[config.mk]
export PLATFORM = sky130hd
export DESIGN_NAME = seq_store
export DESIGN_NICKNAME = d
export VERILOG_FILES = /design/src/rtl/seq_store.sv
export SDC_FILE = /design/constraint.sdc
export NUM_CORES = 1
export LEC_CHECK = 0
export ABC_AREA = 1
export CAP_MARGIN = 20
export CORE_MARGIN = 2
export CORE_UTILIZATION = 58
export CTS_BUF_LIST = sky130_fd_sc_hd__clkbuf_16
export CTS_CLUSTER_DIAMETER = 40
export DETAILED_ROUTE_END_ITERATION = 6
export PLACE_DENSITY = 0.9
export SYNTH_ARGS = -nofsm -noshare
export SYNTH_HDL_FRONTEND = slang
export SYNTH_SLANG_ARGS = --single-unit
[constraint.sdc]
create_clock -name clk -period 2.3 [get_ports clk]
set_input_delay 0.69 -clock clk [delete_from_list [all_inputs] [get_ports clk]]
set_output_delay 0.69 -clock clk [all_outputs]
set_load 0.02 [all_outputs]
[src/rtl/seq_store.sv]
// Sequence store: append entries, then play the whole sequence back over valid/ready.
// Optional SEQ_STORE_PEEK_EN adds a combinational peek port into the storage.
module seq_store #(
    parameter int WIDTH = 3,
    parameter int DEPTH = 16,
    localparam int AW = $clog2(DEPTH)
) (
    input  logic             clk,
    input  logic             rst,
    input  logic             clr,
    input  logic             append,
    input  logic [WIDTH-1:0] append_data,
    input  logic             play_start,
    input  logic             play_ready,
`ifdef SEQ_STORE_PEEK_EN
    input  logic [AW-1:0]    peek_sel,
    output logic [WIDTH-1:0] peek_data,
`endif
    output logic             play_valid,
    output logic [WIDTH-1:0] play_data,
    output logic             play_last,
    output logic [AW:0]      len,
    output logic             full,
    output logic             busy,
    output logic             drop
);

    typedef enum logic {
        IDLE,
        PLAY
    } state_t;

    state_t           state_q, state_d;
    logic [AW:0]      len_q, len_d;
    logic [AW:0]      plen_q, plen_d;
    logic [AW-1:0]    idx_q, idx_d;
    logic             drop_q, drop_d;
    logic [WIDTH-1:0] mem_q [DEPTH];
    logic [WIDTH-1:0] mem_d [DEPTH];
    logic             app_ok;

    assign full       = (len_q == (AW+1)'(DEPTH));
    assign busy       = (state_q == PLAY);
    assign app_ok     = append & ~full & ~busy;
    assign len        = len_q;
    assign drop       = drop_q;
    assign play_valid = busy;
    assign play_data  = busy ? mem_q[idx_q] : '0;
    assign play_last  = busy && ({1'b0, idx_q} == plen_q - (AW+1)'(1));

`ifdef SEQ_STORE_PEEK_EN
    assign peek_data  = mem_q[peek_sel];
`endif

    always_comb begin
        state_d = state_q;
        len_d   = len_q;
        plen_d  = plen_q;
        idx_d   = idx_q;
        drop_d  = drop_q;
        mem_d   = mem_q;
        // clr wins over append and play_start; a cleared append is not a drop
        if (clr) begin
            state_d = IDLE;
            len_d   = '0;
            drop_d  = 1'b0;
        end else begin
            if (append && !app_ok) begin
                drop_d = 1'b1;
            end
            if (app_ok) begin
                mem_d[len_q[AW-1:0]] = append_data;
                len_d                = len_q + (AW+1)'(1);
            end
            unique case (state_q)
                IDLE: begin
                    if (play_start && (len_q != '0 || app_ok)) begin
                        state_d = PLAY;
                        idx_d   = '0;
                        plen_d  = len_q + (AW+1)'(app_ok);
                    end
                end
                PLAY: begin
                    if (play_ready) begin
                        if (play_last) begin
                            state_d = IDLE;
                        end else begin
                            idx_d = idx_q + AW'(1);
                        end
                    end
                end
            endcase
        end
    end

    always_ff @(posedge clk) begin
        if (rst) begin
            state_q <= IDLE;
            len_q   <= '0;
            plen_q  <= '0;
            idx_q   <= '0;
            drop_q  <= 1'b0;
        end else begin
            state_q <= state_d;
            len_q   <= len_d;
            plen_q  <= plen_d;
            idx_q   <= idx_d;
            drop_q  <= drop_d;
        end
    end

    // storage is deliberately left out of reset
    always_ff @(posedge clk) begin
        mem_q <= mem_d;
    end

endmodule

==> key figures <==
Finish
  – Layout cell share with drive strength beyond 1: 32.0%
  – Multi-input logic area: 1220 um2
  – Area growth, synth to finish: 40.5%
  – Final core utilization: 83.3%
  – Ant. Diodes: 0
  – Nets: between 300 and 400
  – Fin cells: 439
  – # fillers: 238
  – Register area: 1770 um2

Synth
  – Mapped cell area: about 3000 um2
  – Post-synth EDFFs: 48
  – Yosys cell types: 30
  – #FFs+latches synth: 64
  – Dominant synthesized flop cell: edfxtp_1
  – Post-synth top area share: between 40% and 50%
  – Count leader, synth: nor2_1
  – Synth area leaders: edfxtp_1 (49%), dfxtp_1 (11%), nor2_1 (6.6%)
  – Post-synth ARST share: 0%
  – Post-Syn Instances: 303
  – Sequential fraction of the synthesis area: 59.3%
  – Most frequent cells after synthesis: nor2_1 (52), edfxtp_1 (48), nand2_1 (36)
  – Post-Syn Nets: 320
  – Synth Area per Inst: 9.80 um2
  – Synth area leader: edfxtp_1
  – Yosys warning total: 0

GRT
  – Tot GR Track Use: 31.4%
  – Global route total overflow: 0
  – Vias in the first global route: 2363
  – Largest net degree at the start of global routing: 30
  – Global-route wire length before repair: between 10000 and 15000 um
  – Initial antenna violation count: 0

Timing
  – Fin. max-slew vios: 0
  – Final hold vios: 0
  – Unrepaired setup endpoints after global routing: yes
  – Peak Freq: 0.406 GHz
  – Post-layout min period: 2460 ps
  – Setup WS post-layout: -161 ps
  – Final TNS setup: -491 ps
  – Worst-Margin Slew: 702 ps
  – Setup violations, final: 4
  – Clock skew: 3.78 ps
  – Final worst-path cycle share: 107%
  – Max-slew headroom: approximately 53%

Route
  – Routed Antenna Nets: 0
  – Vias/cell: 6.37
  – DR WL/cell: 22.8 um
  – Drt total wl: 10000 um
  – Vias: 2797
  – # DRC: 0
  – Number of DRC markers in iteration 0: about 410
  – Iteration count of the initial detailed-routing pass: 6

Placement
  – GPL Wtd Cong: 0.898
  – DPL Wire Length: 4960 um
  – Placed cell count: roughly 420
  – Port bufs: 21

Critical path
  – Crit-path slowest cell: dfxtp_4
  – Arrival @ worst endpoint: 1770 ps
  – Worst path max stage delay: between 400 and 500 ps
  – CP required: 1610 ps
  – CP max FO: 7
  – Cell Chain, Critical Path: clkbuf_16, o21ai_1, o221ai_1, o211ai_1, a21oi_1, buf_4
  – Startpoint Class: flop
  – Critical Path Sink Type: output pin
  – Critical path type: reg2out
  – Reg2reg path depth: 11

Clock network
  – CTS Sinks: 64
  – CTS tree: built
  – Num CTS Buffers: 9
  – Clk buf depth: 2
  – Clk_lat worst skew: 340 ps
  – Worst-path clk slew: 60 ps
  – Root Buffer: clkbuf_16
  – H-tree depth: 3

Pwr
  – PwrDens: 813 nW/um2
  – Maximum VDD drop: between 0.0008 and 0.0009 V
  – Sw Share: 23.2%
  – Seq pwr share: 37.8%
  – Static Leak: 1.59 nW
  – Pint: 2.60 mW
  – NetSw: 0.788 mW
  – Power share of the combinational group: 13.2%
  – Share of total power in the clock network: 49.0%

Floorplanning
  – Floorplan row count: 26
  – # IOs: 22
  – Core Area: 5010 um2
  – Die area: 5710 um2
  – Die Ht: approximately 76 um
  – Initial Utilization: 59.3%
  – Die W: 75.6 um

Run status
  – Failing checks: setup timing
  – Status: complete, but fails checks

Run
  – Max cap viols: 0

Worst hold path
  – Hold Crit Class: reg2reg
  – Worst hold stages: 2
==> cell type report <==
class / count / area share, %
Timing Repair Buffer: 62 / 14.8
Inverter: 29 / 2.79
Clock buffer: 9 / 5.40
Sequential cell: 64 / 42.5
Multi-Input combinational cell: 199 / 29.2
Clock inverter: 6 / 3.18
Tap cell: 70 / 2.10
==> power by group through the flow <==
stage,clock (mW),sequential [mW],combinational (mW)
6_report,1.66,1.28,0.448
3_3_place_gp,0,1.29,0.304
5_1_grt,1.70,1.28,0.468
4_1_cts,1.64,1.28,0.339
3_5_place_dp,0,1.30,0.314
2_1_floorplan,0,1.30,0.180
==> layout by cell type, fill, tap and decap left out, drive strengths merged <==
| master | count |
|---|---|
| nor2 | 54 |
| buf | 41 |
| nand4 | 2 |
| o31ai | 1 |
| o221ai | 9 |
| clkbuf | 13 |
| bufinv | 4 |
| edfxtp | 48 |
| o22ai | 3 |
| clkinv | 2 |
| clkdlybuf4s15 | 1 |
| o211ai | 3 |
| dfxtp | 16 |
| a21oi | 18 |
| inv | 29 |
| ha | 8 |
| xor2 | 3 |
| a21o | 1 |
| nand2 | 39 |
| nor3 | 7 |
| or2 | 1 |
| clkdlybuf4s50 | 16 |
| o21ai | 36 |
| nand3 | 14 |
==> critical path: cells and delay by family (launching register included) <==
family,cells,cell delay [ps]
DFF,1,430
buffers and inverters,2,350
AOI/OAI and AO/OA,4,630
==> repair_timing <==
action | CTS | global route
gates cloned | 0 | 6
hold buffers | 0 | 0
endpoints found under the hold margin | 0 | 0
buffers inserted | 1 | 1
gates resized for setup | 48 | 55
pin swaps | 10 | 20
endpoints found under the setup margin | 5 | 5
==> per-layer routing <==
metal  part of all wire (%)  GRT usage, %  wire [um]  up-vias
li1                       -             -          -     1179
met1                     36          40.0       3580     1292
met2                     47          48.1       4720      256
met3                     11          8.73       1110       70
met4                    6.1          18.5        609        0
met5                      0             0          0        -
==> worst paths after layout <==
path	startpoint	to	slack [ps]
max	idx_q[0]$_SDFFE_PP0P_	play_data[2]	-160
min	plen_q[4]$_SDFFE_PP0P_	plen_q[4]$_SDFFE_PP0P_	480
min reg2reg	plen_q[4]$_SDFFE_PP0P_	plen_q[4]$_SDFFE_PP0P_	480
max reg2reg	len[1]$_SDFFE_PP0N_	plen_q[1]$_SDFFE_PP0P_	170
==> through the flow <==
| step | power (mW) | hold WS [ps] | setup WS, ps | cell area, um2 |
|---|---|---|---|---|
| CTS | 3.26 | 477 | -85.5 | 3880 |
| floorplan | 1.48 | 438 | 170 | 2970 |
| global route | 3.45 | 492 | -193 | 4170 |
| finish | 3.39 | 477 | -161 | 4170 |
| detailed placement | 1.61 | 454 | -251 | 3480 |
| global placement | 1.60 | 454 | -212 | 3480 |
==> state kept, by name, summed over array words and instances, names as in the netlist <==
| register | flops |
|---|---|
| len | 5 |
| idx_q | 4 |
| mem_q | 48 |
| drop | 1 |
| busy | 1 |
| plen_q | 5 |
==> kinds of logic after synthesis <==
family	count (synthesis)	synth area share, %
adder cells (fa/ha/maj)	8	3.37
flip-flops	64	59.3
AND/OR/NAND/NOR	117	16.9
AO/OA/AOI/OAI	71	13.8
XOR/XNOR	3	0.885
buffers and inverters	40	5.77
(Power assumes the default switching activity.)
